==> config.mk <==
export PLATFORM = sky130hd
export DESIGN_NAME = dmem_arbiter
export DESIGN_NICKNAME = d
export VERILOG_FILES = /design/src/rtl/dmem_arbiter.sv
export SDC_FILE = /design/constraint.sdc
export NUM_CORES = 1
export LEC_CHECK = 0
export CELL_PAD_IN_SITES_DETAIL_PLACEMENT = 1
export CELL_PAD_IN_SITES_GLOBAL_PLACEMENT = 1
export CORE_MARGIN = 2
export CORE_UTILIZATION = 29
export DETAILED_ROUTE_END_ITERATION = 8
export GPL_TIMING_DRIVEN = 0
export PLACE_DENSITY_LB_ADDON = 0.15
export SYNTH_ARGS = -nofsm -noshare
export SYNTH_HDL_FRONTEND = slang
export SYNTH_SLANG_ARGS = --single-unit
==> constraint.sdc <==
create_clock -name clock -period 2.16 [get_ports clock]
set_input_delay 0.432 -clock clock [delete_from_list [all_inputs] [get_ports clock]]
set_output_delay 0.432 -clock clock [all_outputs]
set_load 0.03 [all_outputs]
==> src/rtl/dmem_arbiter.sv <==
// Shares single-port dmem between processor (P) and loader (L): one access/cycle, P priority with L starvation guard.
// Optional DMEM_ARB_STATS_EN adds saturating grant/conflict counters.
module dmem_arbiter #(
  parameter int ADDR_W   = 12,
  parameter int DATA_W   = 32,
  parameter int MAX_WAIT = 4
) (
  input  logic              clock,
  input  logic              reset,
  input  logic              p_req,
  input  logic              p_wren,
  input  logic [ADDR_W-1:0] p_addr,
  input  logic [DATA_W-1:0] p_data,
  output logic              p_ready,
  output logic              p_rvalid,
  output logic [DATA_W-1:0] p_q,
  input  logic              l_req,
  input  logic              l_wren,
  input  logic [ADDR_W-1:0] l_addr,
  input  logic [DATA_W-1:0] l_data,
  output logic              l_ready,
  output logic              l_rvalid,
  output logic [DATA_W-1:0] l_q,
  output logic [ADDR_W-1:0] address_dmem,
  output logic [DATA_W-1:0] data,
  output logic              wren,
  input  logic [DATA_W-1:0] q_dmem,
  output logic              starve_force
`ifdef DMEM_ARB_STATS_EN
  ,
  output logic [15:0]       stat_p_grants,
  output logic [15:0]       stat_l_grants,
  output logic [15:0]       stat_conflicts
`endif
);

  typedef enum logic {PRI_P, PRI_L} state_t;

  localparam logic [3:0] MAX_WAIT_C = 4'(MAX_WAIT);

  state_t            state, state_nxt;
  logic [3:0]        wcnt, wcnt_nxt;
  logic              gnt_p, gnt_l;
  logic [ADDR_W-1:0] addr_hold;
  logic [DATA_W-1:0] data_hold;
  logic              rpend, rsel;
  logic [DATA_W-1:0] p_q_hold, l_q_hold;

  always_comb begin
    state_nxt = PRI_P;
    wcnt_nxt  = 4'd0;
    gnt_p     = 1'b0;
    gnt_l     = 1'b0;
    case (state)
      PRI_P: begin
        gnt_p = p_req;
        gnt_l = !p_req && l_req;
        if (l_req && !gnt_l) wcnt_nxt = wcnt + 4'd1;
        if (wcnt_nxt == MAX_WAIT_C) state_nxt = PRI_L;
      end
      PRI_L: begin
        gnt_l = l_req;
        gnt_p = !l_req && p_req;
      end
      default: ;
    endcase
    // Nothing is accepted while reset is held.
    if (reset) begin
      gnt_p = 1'b0;
      gnt_l = 1'b0;
    end
  end

  assign p_ready      = gnt_p;
  assign l_ready      = gnt_l;
  assign starve_force = (state == PRI_L);

  // Idle cycles replay the last granted address/data with wren low.
  always_comb begin
    address_dmem = reset ? '0 : addr_hold;
    data         = reset ? '0 : data_hold;
    wren         = 1'b0;
    if (gnt_p) begin
      address_dmem = p_addr;
      data         = p_data;
      wren         = p_wren;
    end else if (gnt_l) begin
      address_dmem = l_addr;
      data         = l_data;
      wren         = l_wren;
    end
  end

  // Gating with reset kills a response for a load accepted just before reset.
  assign p_rvalid = rpend && !rsel && !reset;
  assign l_rvalid = rpend &&  rsel && !reset;
  assign p_q      = reset ? '0 : (p_rvalid ? q_dmem : p_q_hold);
  assign l_q      = reset ? '0 : (l_rvalid ? q_dmem : l_q_hold);

  always_ff @(posedge clock) begin
    if (reset) begin
      state     <= PRI_P;
      wcnt      <= 4'd0;
      addr_hold <= '0;
      data_hold <= '0;
      rpend     <= 1'b0;
      rsel      <= 1'b0;
      p_q_hold  <= '0;
      l_q_hold  <= '0;
    end else begin
      state <= state_nxt;
      wcnt  <= wcnt_nxt;
      if (gnt_p || gnt_l) begin
        addr_hold <= address_dmem;
        data_hold <= data;
      end
      rpend <= (gnt_p && !p_wren) || (gnt_l && !l_wren);
      rsel  <= gnt_l;
      if (p_rvalid) p_q_hold <= q_dmem;
      if (l_rvalid) l_q_hold <= q_dmem;
    end
  end

`ifdef DMEM_ARB_STATS_EN
  always_ff @(posedge clock) begin
    if (reset) begin
      stat_p_grants  <= 16'd0;
      stat_l_grants  <= 16'd0;
      stat_conflicts <= 16'd0;
    end else begin
      if (gnt_p && stat_p_grants != 16'hFFFF) stat_p_grants <= stat_p_grants + 16'd1;
      if (gnt_l && stat_l_grants != 16'hFFFF) stat_l_grants <= stat_l_grants + 16'd1;
      if (p_req && l_req && stat_conflicts != 16'hFFFF) stat_conflicts <= stat_conflicts + 16'd1;
    end
  end
`endif

endmodule

==> out/metrics.cfg <==
[run_status]
status = finished, violations left
violations = setup timing

[pwr]
powerDensity_mw_per_mm2 = 710.3
p_leak_nw = 3.892
power.total_mw = 7.188
ir_worst_vdd_uv = 580.4

[routing]
drtAntennaViolNets = 0
drt_pass_1_iters = 4
viasPerCell = 5.282
drcViolationCount = 0
avgRoutedWirePerCell_um = 21.07
routed_wl_um = 25090
dr_total_vias = 6291
initialDrtViolationCount = 226

[clock_network]
cts_hold_buffers = 0
path_clk_slew_ns = 0.05
clk_latency_ns = 0.42
deepest_clock_path_buffer_count = 2
cts_num_sinks = 115
tritoncts = built
root_buffer = sky130_fd_sc_hd__clkbuf_16
htree_levels = 4
cts_made_buffers = 17

[sta]
finalSetupViolations = 45
worst_slew_pin_slew_ns = 0.5541
max_slew_margin_pct = 63.06
finClkSkew_ns = 0.007844
hold_violations = 0
final_min_period_over_clock_period_pct = 110.8
timing.final.crit_period_ns = 2.394
rsz_0062_raised_after_global_routing = yes
finalWorstSetupSlack_ns = -0.2337
fmax_ghz = 0.4178
holdWs_ns = 0.3336
final_max_slew_viol_count = 0
finalSetupTns_ns = -7.868

[min_path]
holdCritPathClass = in2reg

[placed_design]
placedCellCount = 1134
gp_weighted_congestion = 0.8246
i_o_buffers = 238
place_area_mm2 = 0.008125
pre_cts_ws_ns = -1.240
detailedPlacementHpwl_um = 15530

[floorplan]
floorplan.die.width_um = 137.7
rows = 48
floorplan.io_pins = 240
dieHeight_um = 137.7
core_area_mm2 = 0.01736
initial_core_utilization_pct = 29.86
area_of_the_die_mm2 = 0.01896

[critical_path]
worst-endpoint-arrival_ns = 1.96
end_kind = primary output
path_class = reg2out
crit_fanout = 10
startpoint_class = register
timing.critical_path.required_ns = 1.73

[finish]
post-route-util_pct = 58.30
fin_nets = 1081
final_layout_size_suffix_gt1_share_pct = 37.68
post_layout_nonfiller_instances = 1191
antennaDiodeCount = 0
synthToLayoutAreaGrowth_pct = 95.27
finalInstanceArea_mm2 = 0.01012

[logic_synthesis]
synth.cell_area_mm2 = 0.005182
postSynthNetCount = 798
post_synthesis_sequential_area_ratio_pct = 44.42
syn-mean-instance-area_um2 = 7.724
synthCells = 671
synth.distinct_cells = 25
yosys_warnings = 0
synth_seq_cells = 115

[grt]
maximum_number_of_pins_on_one_net_before_global_route_repair = 17
globalRouteOverflowTotal = 0
grt_pass1_vias = 6704
gr-usage-all-layers_pct = 23.73
grt_pass1_wl_um = 34760
grt_antenna_before_repair = 0

[run]
max-cap-violations = 0

==> power breakdown <==
group / switching, mW / internal [mW] / total [mW]
clock: 1.01 / 2.12 / 3.14
combinational: 0.940 / 0.823 / 1.76
sequential: 0.0412 / 2.25 / 2.29
total: 1.99 / 5.20 / 7.19
==> sequential cells by signal (all words and copies together) (netlist names) <==
signal / flops
addr_hold: 12
data_hold: 32
l_q_hold: 32
p_q_hold: 32
rpend: 1
rsel: 1
starve_force: 1
wcnt: 4
==> layout make-up <==
type | count | area (um^2)
Buffer | 64 | 646.9
Tap cell | 225 | 281.5
Multi-Input combinational cell | 441 | 3446
Fill cell | 1890 | 7237
Clock inverter | 10 | 178.9
Timing Repair Buffer | 268 | 2609
Sequential cell | 115 | 2311
Inverter | 47 | 176.4
Clock buffer | 21 | 470.5
==> routing by layer <==
metal	part of all wire (%)	routed length [um]	track usage [%]	vias to the layer above
met4	2.2	563	7.102	0
met2	53	13300	44.31	222
li1	-	-	-	2952
met1	38	9632	25.93	3078
met3	6.4	1594	6.586	39
met5	0	0	0	-
==> cell usage after synthesis <==
library cell | n | share of area [%]
sky130_fd_sc_hd__nor3_1 | 44 | 4.2
sky130_fd_sc_hd__nand2_1 | 132 | 9.6
sky130_fd_sc_hd__a21bo_1 | 1 | 0.19
sky130_fd_sc_hd__inv_1 | 47 | 3.4
sky130_fd_sc_hd__xnor2_1 | 2 | 0.34
sky130_fd_sc_hd__a31oi_1 | 89 | 11
sky130_fd_sc_hd__ha_1 | 1 | 0.24
sky130_fd_sc_hd__a21oi_1 | 65 | 6.3
sky130_fd_sc_hd__buf_2 | 6 | 0.58
sky130_fd_sc_hd__o22ai_2 | 1 | 0.24
sky130_fd_sc_hd__and3b_1 | 1 | 0.17
sky130_fd_sc_hd__nor2_1 | 3 | 0.22
sky130_fd_sc_hd__nand3_1 | 47 | 4.5
sky130_fd_sc_hd__nand2b_1 | 3 | 0.36
sky130_fd_sc_hd__nor4_1 | 2 | 0.24
sky130_fd_sc_hd__a211o_1 | 44 | 7.4
sky130_fd_sc_hd__clkbuf_1 | 50 | 3.6
sky130_fd_sc_hd__nor4b_1 | 1 | 0.17
sky130_fd_sc_hd__nor2b_1 | 2 | 0.24
sky130_fd_sc_hd__or4b_1 | 1 | 0.19
sky130_fd_sc_hd__dfxtp_1 | 115 | 44
sky130_fd_sc_hd__or2_1 | 1 | 0.12
sky130_fd_sc_hd__buf_6 | 10 | 2.2
sky130_fd_sc_hd__buf_1 | 2 | 0.14
sky130_fd_sc_hd__and2_1 | 1 | 0.12
==> cells in the final DEF, fill, tap and decap left out, drive strengths merged <==
cell type	netlist	routed
buf	18	165
nand2	132	132
clkdlybuf4s50	0	123
dfxtp	115	115
a31oi	89	89
a21oi	65	65
clkbuf	50	64
inv	47	47
nand3	47	47
a211o	44	44
nor3	44	44
bufinv	0	5
clkinv	0	5
nor2	3	3
nand2b	3	3
xnor2	2	2
nor4	2	2
nor2b	2	2
a21bo	1	1
or2	1	1
and2	1	1
nor4b	1	1
or4b	1	1
and3b	1	1
o22ai	1	1
ha	1	1
dlygate4sd2	0	1
==> worst max-delay path, cell delays in order (launching register included) <==
cell	delay, ns
sky130_fd_sc_hd__dfxtp_4	0.36
sky130_fd_sc_hd__a21bo_4	0.23
sky130_fd_sc_hd__buf_4	0.14
sky130_fd_sc_hd__clkbuf_2	0.25
sky130_fd_sc_hd__nor3_2	0.34
sky130_fd_sc_hd__a31oi_4	0.07
sky130_fd_sc_hd__buf_6	0.15
==> timing repair <==
item,CTS,global route
cloned,2,7
setup buffers,8,14
resized for setup,839,160
pin swaps,66,40
endpoints found under the setup margin,113,111
hold endpoints to repair,0,0
==> logic make-up after synthesis <==
family | share of synthesized area (%)
AOI/OAI and AO/OA | 24.89
buffers and inverters | 9.923
xor gates and xnor gates | 0.3381
adders and majority gates | 0.2414
DFF | 44.42
and+or+nand+nor | 20.18
==> path summary, 6_finish.rpt <==
check | startpoint | depth (start not counted) | end | slack (ns)
setup / recovery | starve_force | 6 | data[16] | -0.23
hold / removal | p_req | 2 | starve_force | 0.33
hold reg to reg | p_q_hold[0] | 2 | p_q_hold[0] | 0.46
setup reg to reg | starve_force | 8 | data_hold[25] | 0.28
Power figures use the tool's default switching activity.
